File: src/rtl/uart_tx_feeder.sv
`default_nettype none
// ============================================================================
//  Module   : uart_tx_feeder
//  Purpose  : Byte FIFO plus load sequencer in front of a UART transmitter.
//             Host bytes are buffered and handed to the transmitter one at a
//             time. Each load is paced on the transmitter's tx_busy handshake.
//  Revision : 1.0  initial release
// ============================================================================
module uart_tx_feeder #(
    parameter  int DEPTH = 16,
    localparam int AW    = $clog2(DEPTH)
) (
    input  logic          clk,
    input  logic          rst_n,
    input  logic [7:0]    wr_data,
    input  logic          wr_valid,
    output logic          wr_ready,
    input  logic          flush,
    input  logic          tx_busy,
    output logic [7:0]    tx_din,
    output logic          tx_wr_en,
    output logic [AW:0]   level,
    output logic          empty,
    output logic          full,
    output logic          overflow
);

    localparam logic [AW:0] c_LEVEL_MAX = (AW+1)'(DEPTH);

    typedef enum logic [1:0] {
        S_IDLE      = 2'd0,
        S_LOAD      = 2'd1,
        S_WAIT_DONE = 2'd2
    } state_t;

    logic [7:0]    r_mem [DEPTH];
    logic [AW-1:0] r_wr_ptr;
    logic [AW-1:0] r_rd_ptr;
    logic [AW:0]   r_level;
    logic          r_empty;
    logic          r_full;
    logic          r_overflow;
    state_t        r_state;
    logic [7:0]    r_tx_din;
    logic          r_tx_wr_en;

    logic          w_push;
    logic          w_pop;
    logic [AW:0]   w_level_next;

    // Flush wins over a same-cycle push; full is the registered flag, so a
    // push while full is refused even if a pop happens in the same cycle.
    assign w_push = wr_valid && !r_full && !flush;
    // A pop only happens on the IDLE->LOAD transition of the sequencer.
    assign w_pop  = (r_state == S_IDLE) && !r_empty && !tx_busy;

    // Next occupancy; full/empty are registered from this value.
    always_comb begin
        w_level_next = r_level;
        if (flush) begin
            w_level_next = '0;
        end else begin
            case ({w_push, w_pop})
                2'b10:   w_level_next = r_level + (AW+1)'(1);
                2'b01:   w_level_next = r_level - (AW+1)'(1);
                default: w_level_next = r_level;
            endcase
        end
    end

    // Storage write; contents need no reset since level tracks validity.
    always_ff @(posedge clk) begin
        if (w_push) begin
            r_mem[r_wr_ptr] <= wr_data;
        end
    end

    // Pointers, occupancy, status flags and the sticky overflow bit.
    always_ff @(posedge clk) begin
        if (!rst_n) begin
            r_wr_ptr   <= '0;
            r_rd_ptr   <= '0;
            r_level    <= '0;
            r_empty    <= 1'b1;
            r_full     <= 1'b0;
            r_overflow <= 1'b0;
        end else begin
            r_level <= w_level_next;
            r_empty <= (w_level_next == '0);
            r_full  <= (w_level_next == c_LEVEL_MAX);
            if (flush) begin
                r_wr_ptr   <= '0;
                r_rd_ptr   <= '0;
                r_overflow <= 1'b0;
            end else begin
                if (w_push) begin
                    r_wr_ptr <= r_wr_ptr + AW'(1);
                end
                if (w_pop) begin
                    r_rd_ptr <= r_rd_ptr + AW'(1);
                end
                if (wr_valid && r_full) begin
                    r_overflow <= 1'b1;
                end
            end
        end
    end

    // Load sequencer: hold wr_en until the transmitter raises busy, then wait
    // for busy to drop before the next pop. Flush does not disturb a byte
    // already handed over.
    always_ff @(posedge clk) begin
        if (!rst_n) begin
            r_state    <= S_IDLE;
            r_tx_din   <= 8'h00;
            r_tx_wr_en <= 1'b0;
        end else begin
            case (r_state)
                S_IDLE: begin
                    if (w_pop) begin
                        r_tx_din   <= r_mem[r_rd_ptr];
                        r_tx_wr_en <= 1'b1;
                        r_state    <= S_LOAD;
                    end
                end
                S_LOAD: begin
                    if (tx_busy) begin
                        r_tx_wr_en <= 1'b0;
                        r_state    <= S_WAIT_DONE;
                    end
                end
                S_WAIT_DONE: begin
                    if (!tx_busy) begin
                        r_state <= S_IDLE;
                    end
                end
                default: begin
                    r_tx_wr_en <= 1'b0;
                    r_state    <= S_IDLE;
                end
            endcase
        end
    end

    assign wr_ready = !r_full;
    assign tx_din   = r_tx_din;
    assign tx_wr_en = r_tx_wr_en;
    assign level    = r_level;
    assign empty    = r_empty;
    assign full     = r_full;
    assign overflow = r_overflow;

endmodule
`default_nettype wire

File: config.mk
export PLATFORM = sky130hd
export DESIGN_NAME = uart_tx_feeder
export DESIGN_NICKNAME = d
export VERILOG_FILES = /design/src/rtl/uart_tx_feeder.sv
export SDC_FILE = /design/constraint.sdc
export NUM_CORES = 1
export LEC_CHECK = 0
export ABC_AREA = 1
export BUFFER_PORTS_ARGS = -buffer_cell sky130_fd_sc_hd__buf_2
export CAP_MARGIN = 20
export CORE_MARGIN = 2
export CORE_UTILIZATION = 45
export DETAILED_ROUTE_END_ITERATION = 8
export SETUP_SLACK_MARGIN = 0.4
export SLEW_MARGIN = 30
export SYNTH_ARGS = -nofsm -noshare
export SYNTH_HDL_FRONTEND = slang
export SYNTH_SLANG_ARGS = --single-unit
File: constraint.sdc
create_clock -name clk -period 3.4 [get_ports clk]
set_input_delay 0.68 -clock clk [delete_from_list [all_inputs] [get_ports clk]]
set_output_delay 0.68 -clock clk [all_outputs]
set_load 0.01 [all_outputs]
==> results.ini <==
[status]
status = complete, no violations

[sta]
fmax_ghz = 0.400
fin_crit_sh_pct = 73.6
drv_slew = 0
final-setup-viol-count = 0
tightestPinTransition_ns = 0.800
setup_tns_ns = 0
skew_ns = 0.00556
fin_hold_ws_ns = 0.467
hold_viol = 0
rsz0062_at_grt = no
layout_min_cycle_time_ns = 2.50
relSlewSlack_pct = 46.5

[synthesis]
async_flop_share_pct = 0
synth_cell_types = 25
synth_nets = 605
post-synth-top-area-fraction_pct = 59.5
synth_top_area_cell = edfxtp_1
synth_common_cells = 146 x nor2_1, 128 x edfxtp_1, 52 x o21ai_0
synth-edff-count = 128
ys.flop_type = edfxtp_1
synth_seq_cells = 155
yosysMostFrequentCell = nor2_1
synthCells = 584
seq_area_frac_synth_pct = 67.9
syn-cell-area_sq_um = 6460
synth_warnings = 0
post_synth.cell_area_avg_sq_um = 11.1
synth.area.top_cells = edfxtp_1 60%, nor2_1 8.5%, dfxtp_1 8.4%

[power_and_ir_drop]
leakage_nw = 2.63
power_density_nw_per_um2 = 551
finalPower_mw = 4.00
ir_drop_mv = 0.364

[detailed_routing]
vias = 4267
initialDrtViolationCount = 469
vias_per_cell = 5.27
drtAntennaViolNets = 0
wl_um = 13800
drtPass1Iterations = 5
wl_per_cell_um = 17.0
drcViolationCount = 0

[clock_tree]
cts.path.max_buffers = 2
cts-resized-gates = 0
clockRootBuffer = clkbuf_16
cts_hold_buf = 0
tritoncts = built
numCtsBuffers = 17
post-cts-setup-buffer-count = 0
cts_sinks = 155
clk_pin_slew_ns = 0.06
ctsHtreeMaxLevel = 4
worstSkewPairLatency_ns = 0.41

[die]
num_rows = 43
die_w_um = 124
pin_count = 31
die_area_sq_um = 15300
die_h_um = 124
core_area_sq_um = 13900
start_util_pct = 46.3

[grt]
gr-usage-all-layers_pct = 19.1
antenna_found_initial = 0
grt_pass1_vias = 4004
grt_max_degree = 67
grt_pass1_wl_um = 21500
overflow = 0

[finish]
nets = 639
antennaDiodeCount = 0
layout-drive-gt1-share_pct = 12.1
area_growth_pct = 12.5

[critical_path]
r2r_cells = 19
cp-end-kind = register
regToRegStartpoint = full
rrSetupSlack_ns = 0.90
path_class = reg -> reg
reg2reg_to = full
cp_max_fo = 7
required_ns = 3.75
start_kind = register
cp.arrival_ns = 2.85

[placement]
portBuffers = 30
dp_hpwl_um = 8700
globalplace.congestion = 0.796

[job]
drv_cap = 0

[worst_hold_path]
holdCritStartpoint = overflow
holdPathStages = 2
hold_class = reg -> reg
hold_path_end = overflow

[cells by family (layout without fill, tap and decap cells)]
kind of cell               Yosys count  after routing  synth area share [%]
and+or+nand+nor                    230            230                  14.3
DFF                                155            155                  67.9
AOI/OAI and AO/OA                  122            122                  10.9
buffers and inverters               67            113                  5.14
adders and majority gates            8              8                  1.55
xor gates and xnor gates             2              2                 0.271
[routing by layer]
layer	up-vias	GRT usage [%]	wire [um]
met1	2048	26.1	6600
li1	2100	-	-
met4	0	6.04	133
met2	109	29.6	6400
met3	10	5.27	629
met5	-	0	0
[registers in the layout (all words and copies together) (netlist names)]
register  flops
r_mem       128
tx_wr_en      1
tx_din        8
level         5
r_rd_ptr      4
overflow      1
empty         1
r_wr_ptr      4
r_state       2
full          1
[layout make-up]
| class | instances | area (sq um) |
|---|---|---|
| timing repair buffer | 44 | 255 |
| clock buffer | 19 | 433 |
| tap | 180 | 225 |
| multi-input combinational | 362 | 1740 |
| fill | 1212 | 6670 |
| sequential | 155 | 4390 |
| inverter | 38 | 143 |
| clock inverter | 12 | 82.6 |
[report_power, final]
part	internal, mW	switching [mW]	total (mW)
Sequential	2.08	0.0201	2.10
Combinational	0.0795	0.168	0.248
Clock	0.980	0.676	1.66
Total	3.14	0.865	4.00
[worst max-delay path, stage by stage (launching register included)]
cell and delay (ns):
dfxtp_1 0.32, inv_1 0.06, nand2_1 0.10, nor2_1 0.26, inv_1 0.15, ha_1 0.34
nand2_1 0.13, inv_1 0.06, nor2_1 0.12, ha_1 0.16, inv_1 0.03, nand2_1 0.09
nand2_1 0.06, nand2_1 0.06, nand2_1 0.05, nand2_1 0.07, nand3_1 0.07, a21oi_1 0.18
inv_1 0.06, nor2_1 0.07
[worst max-delay path by stage]
| stage | end | from | cells after the start |
|---|---|---|---|
| after floorplan | full | tx_busy | 21 |
| final | full | full | 19 |
| after detailed placement | full | wr_valid | 14 |
| after global routing | full | full | 19 |
| after global placement | full | wr_valid | 19 |
| after CTS | full | full | 14 |
[metrics by stage]
stage	cells	utilization, %	area, sq um	worst slack [ns]
after floorplan	584	-	6460	0.910
after global placement	779	48.4	6750	0.606
after detailed placement	779	48.4	6750	0.496
after CTS	810	52.1	7270	0.883
after global routing	810	52.1	7270	0.570
final	810	52.1	7270	0.898
[cells in the final DEF, fill, tap and decap left out]
master      netlist  layout
buf_4             1      14
buf_2            12      30
clkinv_2          0       3
nand3b_1          1       1
clkinv_1          2       8
nor2_2            2       2
o211ai_1         32      32
edfxtp_1        128     128
o21ai_2           3       3
clkbuf_16         0      17
xnor2_1           2       2
o21ai_0          52      52
ha_1              8       8
inv_1            35      35
o21ai_1          22      22
nand2_1          44      44
clkinvlp_4        0       2
nor2_1          146     146
bufinv_16         0       1
nand3_1          34      34
nand4_1           1       1
a21oi_1          13      13
dfxtp_2           0       2
clkbuf_1          7       2
inv_2             1       1
nand2_2           1       1
dfxtp_1          27      25
nor3_1            1       1
No activity file was read; power rests on OpenSTA's default activity.
